[config.mk]
export PLATFORM = sky130hd
export DESIGN_NAME = mem_bus_if_flat
export DESIGN_NICKNAME = d
export VERILOG_FILES = /design/src/rtl/mem_bus_if_if.sv /design/src/rtl/mem_bus_if.sv /design/src/flat_wrapper.sv
export SDC_FILE = /design/constraint.sdc
export NUM_CORES = 1
export LEC_CHECK = 0
export BUFFER_PORTS_ARGS = -buffer_cell sky130_fd_sc_hd__buf_2
export CAP_MARGIN = 40
export CORE_ASPECT_RATIO = 1.5
export CORE_UTILIZATION = 34
export DETAILED_ROUTE_END_ITERATION = 6
export GPL_TIMING_DRIVEN = 0
export HOLD_SLACK_MARGIN = 0.02
export PLACE_DENSITY_LB_ADDON = 0.3
export RECOVER_POWER = 50
export SYNTH_ARGS = -nofsm -noshare
export SYNTH_HDL_FRONTEND = slang
export SYNTH_SLANG_ARGS = --single-unit
[constraint.sdc]
create_clock -name clk -period 1.8 [get_ports clk]
set_input_delay 0.36 -clock clk [delete_from_list [all_inputs] [get_ports clk]]
set_output_delay 0.36 -clock clk [all_outputs]
set_load 0.02 [all_outputs]
[src/rtl/mem_bus_if_if.sv]
// ---------------------------------------------------------------------------
// mem_bus_if_if : system-bus signal bundle between a memory-stage bus master
// and the bus/slave side.
//
// Parameters
//   ADDR_W  word-address width
//   DATA_W  data width
//
// Signals (active-low names end in '_')
//   bus_req_    master -> slave  bus request
//   bus_grnt_   slave  -> master bus grant
//   bus_as_     master -> slave  address strobe, one cycle per access
//   bus_rw      master -> slave  1=read, 0=write
//   bus_addr    master -> slave  word address
//   bus_wr_data master -> slave  write data
//   bus_rd_data slave  -> master read data, valid while bus_rdy_=0
//   bus_rdy_    slave  -> master access complete
//   bus_err     master -> slave  timeout pulse
// ---------------------------------------------------------------------------
interface mem_bus_if_if #(
  parameter int ADDR_W = 30,
  parameter int DATA_W = 32
);
  logic              bus_req_;
  logic              bus_grnt_;
  logic              bus_as_;
  logic              bus_rw;
  logic [ADDR_W-1:0] bus_addr;
  logic [DATA_W-1:0] bus_wr_data;
  logic [DATA_W-1:0] bus_rd_data;
  logic              bus_rdy_;
  logic              bus_err;

  modport master (
    output bus_req_, bus_as_, bus_rw, bus_addr, bus_wr_data, bus_err,
    input  bus_grnt_, bus_rd_data, bus_rdy_
  );

  modport slave (
    input  bus_req_, bus_as_, bus_rw, bus_addr, bus_wr_data, bus_err,
    output bus_grnt_, bus_rd_data, bus_rdy_
  );
endinterface

[src/rtl/mem_bus_if.sv]
// ---------------------------------------------------------------------------
// mem_bus_if : memory-stage bus master.
//
// Converts a MEM-stage load/store into a request/grant/strobe/ready bus
// transaction, returns the load word and the alignment fault to MEM/WB and
// raises busy to stall the pipeline until the access completes.
//
// Optional feature: define MEM_BUS_TIMEOUT_EN to abort an access that sits
// in REQ/ACCESS for TIMEOUT_CYC cycles (bus_err pulses for one cycle).
// Without it the master waits indefinitely and bus_err is tied 0.
//
// Ports
//   clk, reset        clock, synchronous active-high reset
//   stall             pipeline stall; the request is held while high
//   flush             pipeline flush
//   req_en, req_rw    valid load/store, 1=read 0=write
//   byte_addr         byte address from EX
//   wr_data           store data
//   out               load result (0 for writes, faults and idle)
//   miss_align        byte_addr[1:0]!=0 on a requested access
//   busy              stall request to pipeline control
//   bus               system bus (mem_bus_if_if.master)
// ---------------------------------------------------------------------------
module mem_bus_if #(
  parameter int ADDR_W      = 30,
  parameter int DATA_W      = 32,
  parameter int TIMEOUT_CYC = 255
) (
  input  logic        clk,
  input  logic        reset,
  input  logic        stall,
  input  logic        flush,
  input  logic        req_en,
  input  logic        req_rw,
  input  logic [31:0] byte_addr,
  input  logic [31:0] wr_data,
  output logic [31:0] out,
  output logic        miss_align,
  output logic        busy,
  mem_bus_if_if.master bus
);

  if (TIMEOUT_CYC < 2) begin : g_bad_timeout
    $error("TIMEOUT_CYC must be at least 2");
  end

  typedef enum logic [1:0] {
    S_IDLE,
    S_REQ,
    S_ACCESS,
    S_STALL
  } state_t;

  state_t            r_state;
  logic              r_bus_req_;
  logic              r_bus_as_;
  logic              r_bus_rw;
  logic [ADDR_W-1:0] r_bus_addr;
  logic [DATA_W-1:0] r_bus_wr_data;
  logic [DATA_W-1:0] r_rd_buf;

  logic w_start;
  logic w_grant;
  logic w_rdy;
  logic w_timeout;
  logic w_abort;

  assign w_start = req_en & ~flush & (byte_addr[1:0] == 2'b00);
  assign w_grant = ~bus.bus_grnt_;
  assign w_rdy   = ~bus.bus_rdy_;

`ifdef MEM_BUS_TIMEOUT_EN
  localparam int TMO_W = ($clog2(TIMEOUT_CYC + 1) > 8) ? $clog2(TIMEOUT_CYC + 1) : 8;

  logic [TMO_W-1:0] r_tmo_cnt;
  logic             r_bus_err;

  // Held at zero outside REQ/ACCESS, so every entry into REQ starts from 0.
  always_ff @(posedge clk) begin
    if (reset || r_state == S_IDLE || r_state == S_STALL) begin
      r_tmo_cnt <= '0;
    end else begin
      r_tmo_cnt <= r_tmo_cnt + TMO_W'(1);
    end
  end

  assign w_timeout = ((r_state == S_REQ) || (r_state == S_ACCESS)) &&
                     (r_tmo_cnt == TMO_W'(TIMEOUT_CYC - 1));
  assign bus.bus_err = r_bus_err;
`else
  assign w_timeout   = 1'b0;
  assign bus.bus_err = 1'b0;
`endif

  // A ready arriving in the same cycle as the timeout completes normally.
  assign w_abort = w_timeout & ~((r_state == S_ACCESS) & w_rdy);

  assign bus.bus_req_    = r_bus_req_;
  assign bus.bus_as_     = r_bus_as_;
  assign bus.bus_rw      = r_bus_rw;
  assign bus.bus_addr    = r_bus_addr;
  assign bus.bus_wr_data = r_bus_wr_data;

  // Pipeline-facing outputs: combinational so the request cycle and the
  // ready cycle are visible to the pipeline without an extra stall cycle.
  always_comb begin
    miss_align = req_en & (byte_addr[1:0] != 2'b00);
    busy       = 1'b0;
    out        = '0;
    case (r_state)
      S_IDLE:   busy = w_start;
      S_REQ:    busy = ~w_abort;
      S_ACCESS: begin
        if (w_rdy) begin
          busy = 1'b0;
          out  = r_bus_rw ? 32'(bus.bus_rd_data) : 32'd0;
        end else begin
          busy = ~w_abort;
        end
      end
      S_STALL:  out = r_bus_rw ? 32'(r_rd_buf) : 32'd0;
      default:  busy = 1'b0;
    endcase
  end

  always_ff @(posedge clk) begin
    if (reset) begin
      r_state       <= S_IDLE;
      r_bus_req_    <= 1'b1;
      r_bus_as_     <= 1'b1;
      r_bus_rw      <= 1'b1;
      r_bus_addr    <= '0;
      r_bus_wr_data <= '0;
      r_rd_buf      <= '0;
`ifdef MEM_BUS_TIMEOUT_EN
      r_bus_err     <= 1'b0;
`endif
    end else begin
`ifdef MEM_BUS_TIMEOUT_EN
      r_bus_err <= 1'b0;
`endif
      case (r_state)
        S_IDLE: begin
          if (w_start) begin
            r_bus_req_    <= 1'b0;
            r_bus_addr    <= byte_addr[ADDR_W+1:2];
            r_bus_rw      <= req_rw;
            r_bus_wr_data <= DATA_W'(wr_data);
            r_state       <= S_REQ;
          end
        end
        S_REQ: begin
          if (flush) begin
            r_bus_req_ <= 1'b1;
            r_state    <= S_IDLE;
          end else if (w_abort) begin
            r_bus_req_ <= 1'b1;
`ifdef MEM_BUS_TIMEOUT_EN
            r_bus_err  <= 1'b1;
`endif
            r_state    <= stall ? S_STALL : S_IDLE;
          end else if (w_grant) begin
            r_bus_as_  <= 1'b0;
            r_state    <= S_ACCESS;
          end
        end
        S_ACCESS: begin
          // Strobe is a single-cycle pulse; flush is deliberately ignored so
          // the slave never sees a transaction abandoned mid-flight.
          r_bus_as_ <= 1'b1;
          if (w_rdy) begin
            r_rd_buf   <= bus.bus_rd_data;
            r_bus_req_ <= 1'b1;
            r_state    <= stall ? S_STALL : S_IDLE;
          end else if (w_abort) begin
            r_bus_req_ <= 1'b1;
`ifdef MEM_BUS_TIMEOUT_EN
            r_bus_err  <= 1'b1;
`endif
            r_state    <= stall ? S_STALL : S_IDLE;
          end
        end
        S_STALL: begin
          if (!stall) begin
            r_state <= S_IDLE;
          end
        end
        default: r_state <= S_IDLE;
      endcase
    end
  end

endmodule

[src/flat_wrapper.sv]
// flat-port wrapper written by rule: the top's interface ports become plain ports
module mem_bus_if_flat 
#(
  parameter int ADDR_W      = 30,
  parameter int DATA_W      = 32,
  parameter int TIMEOUT_CYC = 255
)
  (clk, reset, stall, flush, req_en, req_rw, byte_addr, wr_data, out, miss_align, busy, bus_bus_req_, bus_bus_as_, bus_bus_rw, bus_bus_addr, bus_bus_wr_data, bus_bus_err, bus_bus_grnt_, bus_bus_rd_data, bus_bus_rdy_);
  mem_bus_if_if #(.ADDR_W(ADDR_W), .DATA_W(DATA_W)) bus_i ();
  input  logic clk;
  input  logic reset;
  input  logic stall;
  input  logic flush;
  input  logic req_en;
  input  logic req_rw;
  input  logic [31:0] byte_addr;
  input  logic [31:0] wr_data;
  output logic [31:0] out;
  output logic miss_align;
  output logic busy;
  output wire logic [$bits(bus_i.bus_req_)-1:0] bus_bus_req_;
  output wire logic [$bits(bus_i.bus_as_)-1:0] bus_bus_as_;
  output wire logic [$bits(bus_i.bus_rw)-1:0] bus_bus_rw;
  output wire logic [$bits(bus_i.bus_addr)-1:0] bus_bus_addr;
  output wire logic [$bits(bus_i.bus_wr_data)-1:0] bus_bus_wr_data;
  output wire logic [$bits(bus_i.bus_err)-1:0] bus_bus_err;
  input wire logic [$bits(bus_i.bus_grnt_)-1:0] bus_bus_grnt_;
  input wire logic [$bits(bus_i.bus_rd_data)-1:0] bus_bus_rd_data;
  input wire logic [$bits(bus_i.bus_rdy_)-1:0] bus_bus_rdy_;
  assign bus_bus_req_ = bus_i.bus_req_;
  assign bus_bus_as_ = bus_i.bus_as_;
  assign bus_bus_rw = bus_i.bus_rw;
  assign bus_bus_addr = bus_i.bus_addr;
  assign bus_bus_wr_data = bus_i.bus_wr_data;
  assign bus_bus_err = bus_i.bus_err;
  assign bus_i.bus_grnt_ = bus_bus_grnt_;
  assign bus_i.bus_rd_data = bus_bus_rd_data;
  assign bus_i.bus_rdy_ = bus_bus_rdy_;
  mem_bus_if #(.ADDR_W(ADDR_W), .DATA_W(DATA_W), .TIMEOUT_CYC(TIMEOUT_CYC)) u_core (.clk(clk), .reset(reset), .stall(stall), .flush(flush), .req_en(req_en), .req_rw(req_rw), .byte_addr(byte_addr), .wr_data(wr_data), .out(out), .miss_align(miss_align), .busy(busy), .bus(bus_i));
endmodule
**Word level (Yosys, flattened, before mapping)**

Cells that the tools add are included.

- Output and inout bits: 100
- Flip-flop bits (word level): 99

- Equality and inequality tests: 10
- Reduce and logical (&&, ||, !) cells: 10
- Bitwise operators: 5
- Multiplexer cells: 20

Operator list:

| operator | count |
|---|---|
| $mux 32 | 3 |
| $pmux 32 s2 | 1 |
| $mux 2 | 6 |
| $ne 2x2->1 const B | 5 |
| $pmux 2 s4 | 1 |
| $reduce_and 4->1 | 2 |
| $mux 1 | 6 |
| $pmux 1 s3 | 2 |
| $eq 2x2->1 const B | 2 |
| $logic_not 2->1 | 2 |
| $reduce_and 2->1 | 2 |
| $reduce_bool 2->1 | 2 |
| $and 1x1->1 | 3 |
| $ne 3x3->1 const B | 1 |
| $reduce_and 3->1 | 1 |
| $reduce_bool 3->1 | 1 |
| $eq 2x1->1 const B | 1 |
| $ne 2x1->1 const B | 1 |
| $not 1->1 | 2 |
| $pmux 1 s2 | 1 |

**Depth between registers and ports, before layout**

- Depth in word-level cells: 5
- Gate-level depth with buffers: 7

**Worst setup path after synthesis**

OpenSTA, ideal clock, no wires.

- Path kind: register to output
- Start: register u_core.r_state[0]
- End: output out[10]
- Stages on the path, launching flop included: 8
- Path buffers: 2
- Arrival: 1.683 ns
- Slack: -0.243 ns
- Required time: 1.440 ns
- Cells stage by stage: dfxtp_1 > inv_1 > ha_1 > nor2b_1 > clkbuf_1 > clkbuf_1 > nand2_1 > a21oi_1

- Longest elaborated chain between the ends: 2

Ends and longest elaborated chain:

| what | line | source |
|---|---|---|
| start, declared | mem_bus_if.sv:54 | `state_t r_state;` |
| start signal, assigned | mem_bus_if.sv:161 | `r_state <= stall ? S_STALL : S_IDLE;` |
| start signal, assigned | mem_bus_if.sv:174 | `r_state <= stall ? S_STALL : S_IDLE;` |
| start signal, assigned | mem_bus_if.sv:180 | `r_state <= stall ? S_STALL : S_IDLE;` |
| $eq 2x2->1, on equally long branches | - |  |
| $pmux 32 s2 * | mem_bus_if.sv:110 | `case (r_state)` |
| end, declared | flat_wrapper.sv:18 | `output logic [31:0] out;` |

Mark *: on every way between the ends. The rest lies on a longest branch, timed or not.

**Final worst setup path**

- Start: register u_core.r_state[0]
- End: output out[18]

The elaborated chain is that of the path after synthesis.

==> reports/summary.json <==
{
  "layout": {
    "num-nets-final": 869,
    "antennaDiodeCount": 0,
    "drive_gt1_frac": 0.3438,
    "area_growth_syn_to_layout_pct": 60.89,
    "fillers": 1039
  },
  "logic_synthesis": {
    "netlist-cell-type-count": 27,
    "synth.avg_cell_area_um2": 7.453,
    "post-synth-top-area-fraction": 0.5037,
    "synth.net_count": 640,
    "synth_seq_area_share": 0.5037,
    "synth_seq_cells": 99,
    "synthesis.yosys.warnings": 0,
    "synthesis.instances": 528,
    "post_synth_instance_area_mm2": 0.003935,
    "cell_type_with_the_highest_aggregate_area_in_the_netlist": "sky130_fd_sc_hd__dfxtp_1",
    "netlist_top_cells_area": "sky130_fd_sc_hd__dfxtp_1 (50%), sky130_fd_sc_hd__nand2_1 (22%), sky130_fd_sc_hd__a21oi_1 (17%), sky130_fd_sc_hd__clkbuf_1 (2.8%), sky130_fd_sc_hd__ha_1 (2.5%)"
  },
  "global_route": {
    "antenna_found_initial": 0,
    "vias_in_the_first_global_route": 4280,
    "grt_util_met2": 0.3739,
    "globalRouteMet3Util": 0.04909,
    "global_route.usage.met1": 0.2063,
    "overflow": 0,
    "grt_first_pass_wirelength_um": 19360,
    "grtUsageTotal": 0.1973,
    "globalRoute.busiestLayer": "met2",
    "maximum_number_of_pins_on_one_net_before_global_route_repair": 18
  },
  "detailed_routing": {
    "antenna_violating_nets_post_route": 0,
    "detailroute.via_count": 4348,
    "dr.first_iter.drc_count": 114,
    "routed_via_density": 4.783,
    "wire_per_inst_um": 13.71,
    "finalWirelength_um": 12460,
    "post-route-drc-count": 0,
    "detail_route.first_pass.iterations": 4
  },
  "setup_path": {
    "worstSetupStartpointType": "flop",
    "worst-endpoint-arrival_ns": 1.73,
    "critPathLaunch": "u_core.r_state[0]$_SDFFE_PP0P_",
    "worst_r2r_path_depth": 7,
    "required_time_of_the_worst_setup_path_ns": 1.44,
    "worstPathMaxFanout": 10,
    "setup.worst_path.class": "reg2out",
    "critical_path.endpoint_type": "output port",
    "r2r_start": "u_core.r_state[0]$_SDFFE_PP0P_"
  },
  "timing": {
    "worst_slew_pin_slew_ns": 0.6552,
    "final_count_of_negative_setup_slack_endpoints": 33,
    "final_skew_ns": 0.008228,
    "finalMaxSlewViolations": 0,
    "hold_slack_ns": 0.2380,
    "finalCriticalPeriod_ns": 2.085,
    "timing.setup.tns_ns": -8.304,
    "layout_worst_path_cycle_share": 1.159,
    "setup_repair_after_global_routing_missed_its_margin": "true",
    "finalWorstSetupSlack_ns": -0.2854,
    "achievable-frequency_mhz": 479.5,
    "slew_headroom": 0.5632,
    "timing.final.hold_violations": 0
  },
  "place": {
    "hpwlAfterDp_um": 9071,
    "globalplace.congestion": 0.7929,
    "port-buffer-count": 201
  },
  "worst_hold_path": {
    "worst_hold_startpoint": "req_rw",
    "whs_path_depth": 3,
    "hold_path_class": "in2reg"
  },
  "cts": {
    "clock_tree.htree_level_count": 3,
    "clock_sinks": 99,
    "postCtsHoldBufs": 0,
    "cts_max_path_buffers": 2,
    "clk_latency_ns": 0.34,
    "clk_transition_reported_paths_ns": 0.07,
    "cts-root-buf": "sky130_fd_sc_hd__clkbuf_16",
    "tritoncts.num_buffers": 9,
    "tritoncts": "done"
  },
  "die": {
    "core.rowCount": 47,
    "chipWidth_um": 89.84,
    "io_pins": 204,
    "floorplan.initialDensity": 0.3522,
    "dieArea_mm2": 0.01202,
    "die_span_y_um": 133.8,
    "core_mm2": 0.01117
  },
  "pwr": {
    "vdd_ir_drop_max_v": 0.0004544,
    "leakage_power_summed_over_all_cells_nw": 2.405,
    "power.density_cell_area_mw_per_mm2": 765.1
  },
  "job": {
    "max_capacitance_violation_total": 0
  },
  "status": {
    "violations": "negative setup slack",
    "outcome": "finished with violations"
  }
}
## logic make-up (layout without fill, tap and decap cells)
logic type | after synthesis | count (layout) | synth area share
buf+inv | 43 | 277 | 0.04865
flops | 99 | 99 | 0.5037
simple gates | 234 | 234 | 0.2299
fa+ha+maj | 8 | 8 | 0.02544
other cells | 1 | 1 | 0.0009530
compound gates | 143 | 143 | 0.1914
## path summary, 6_finish.rpt
path	slack (ns)	end
worst max-delay path	-0.29	out[18]
worst min-delay path	0.24	u_core.bus.bus_rw$_SDFFE_PP1P_
worst max register to register	0	u_core.bus.bus_req_$_SDFFE_PP1P_
worst min register to register	0.45	u_core.bus.bus_addr[3]$_SDFFE_PP0P_
## routing by layer
| metal | vias up | part of all wire |
|---|---|---|
| met2 | 153 | 0.55 |
| met4 | 0 | 0.019 |
| met3 | 18 | 0.057 |
| met5 | - | 0 |
| li1 | 2177 | - |
| met1 | 2000 | 0.38 |
## stage by stage
stage	utilization	instance area (µm²)	power (mW)	cells	setup WS, ns
global placement	0.4814	5379	2.745	876	-0.5060
CTS	0.5421	6057	4.868	896	-0.3117
global route	0.5666	6331	5.016	909	-0.3345
floorplan	-	4189	2.544	528	-0.02811
detailed placement	0.4814	5379	2.756	876	-0.5399
finish	0.5666	6331	4.844	909	-0.2854
## cell usage in the layout, fill, tap and decap left out, types with 2 or more instances in the layout
cell type / instances
sky130_fd_sc_hd__ha_4: 2
sky130_fd_sc_hd__buf_2: 106
sky130_fd_sc_hd__clkbuf_8: 2
sky130_fd_sc_hd__nand2_1: 195
sky130_fd_sc_hd__buf_1: 2
sky130_fd_sc_hd__buf_12: 3
sky130_fd_sc_hd__buf_6: 20
sky130_fd_sc_hd__nand2_4: 16
sky130_fd_sc_hd__buf_4: 37
sky130_fd_sc_hd__clkbuf_1: 83
sky130_fd_sc_hd__clkbuf_16: 12
sky130_fd_sc_hd__bufinv_16: 2
sky130_fd_sc_hd__nand2_2: 12
sky130_fd_sc_hd__dfxtp_1: 97
sky130_fd_sc_hd__inv_1: 3
sky130_fd_sc_hd__a21oi_1: 100
sky130_fd_sc_hd__buf_8: 2
sky130_fd_sc_hd__dfxtp_4: 2
sky130_fd_sc_hd__ha_1: 5
sky130_fd_sc_hd__a21oi_2: 15
sky130_fd_sc_hd__nand2_8: 3
sky130_fd_sc_hd__inv_6: 3
sky130_fd_sc_hd__a21oi_4: 18
## synthesized netlist by cell type
cell,instances
sky130_fd_sc_hd__a211o_1,1
sky130_fd_sc_hd__a21boi_0,1
sky130_fd_sc_hd__a21oi_1,133
sky130_fd_sc_hd__a22o_1,1
sky130_fd_sc_hd__a2bb2oi_2,1
sky130_fd_sc_hd__a311o_1,1
sky130_fd_sc_hd__a311oi_1,1
sky130_fd_sc_hd__a32oi_1,1
sky130_fd_sc_hd__and2_1,1
sky130_fd_sc_hd__buf_1,2
sky130_fd_sc_hd__buf_4,8
sky130_fd_sc_hd__clkbuf_1,29
sky130_fd_sc_hd__conb_1,1
sky130_fd_sc_hd__dfxtp_1,99
sky130_fd_sc_hd__ha_1,8
sky130_fd_sc_hd__inv_1,4
sky130_fd_sc_hd__nand2_1,226
sky130_fd_sc_hd__nand2b_1,1
sky130_fd_sc_hd__nand3_1,1
sky130_fd_sc_hd__nand3b_1,1
sky130_fd_sc_hd__nand4_1,1
sky130_fd_sc_hd__nor2_1,1
sky130_fd_sc_hd__nor2b_1,1
sky130_fd_sc_hd__nor4b_2,1
sky130_fd_sc_hd__o21a_1,1
sky130_fd_sc_hd__o21ai_1,1
sky130_fd_sc_hd__o21bai_1,1
## worst max-delay path, cell delays in order, from the launching register on
cell	delay (ns)
sky130_fd_sc_hd__dfxtp_4	0.38
sky130_fd_sc_hd__inv_4	0.04
sky130_fd_sc_hd__ha_4	0.15
sky130_fd_sc_hd__buf_4	0.13
sky130_fd_sc_hd__o21ai_4	0.17
sky130_fd_sc_hd__buf_12	0.15
sky130_fd_sc_hd__buf_12	0.17
sky130_fd_sc_hd__a21oi_4	0.04
sky130_fd_sc_hd__buf_4	0.15
## registers in the layout, indices dropped and copies added (netlist names)
register / count
u_core.bus.bus_addr: 30
u_core.bus.bus_as_: 1
u_core.bus.bus_req_: 1
u_core.bus.bus_rw: 1
u_core.bus.bus_wr_data: 32
u_core.r_rd_buf: 32
u_core.r_state: 2
## power breakdown
part | leakage, nW | switching [mW] | internal, mW
logic | 1.45 | 0.292 | 0.206
registers | 0.801 | 0.0285 | 2.23
clock network | 0.158 | 0.846 | 1.24
## what timing repair did
item / in CTS / in global routing
gates cloned: 1 / 2
pin swaps: 7 / 26
endpoints found under the setup margin: 98 / 33
buffers inserted: 4 / 11
gates resized for setup: 96 / 57
hold endpoints to repair: 0 / 0
## final cells by class
cell class              instances  area, µm²  area share
plain buffers                  38      306.5     0.04842
clock buffers                  10      229.0     0.03617
clock inverters                 6      95.09     0.01502
inverters                       4      17.52    0.002767
multi-input cells             386       2275      0.3593
flip-flops and latches         99       1989      0.3142
well taps                     147      183.9     0.02905
repair buffers                219       1235      0.1951
(Power assumes the default switching activity.)
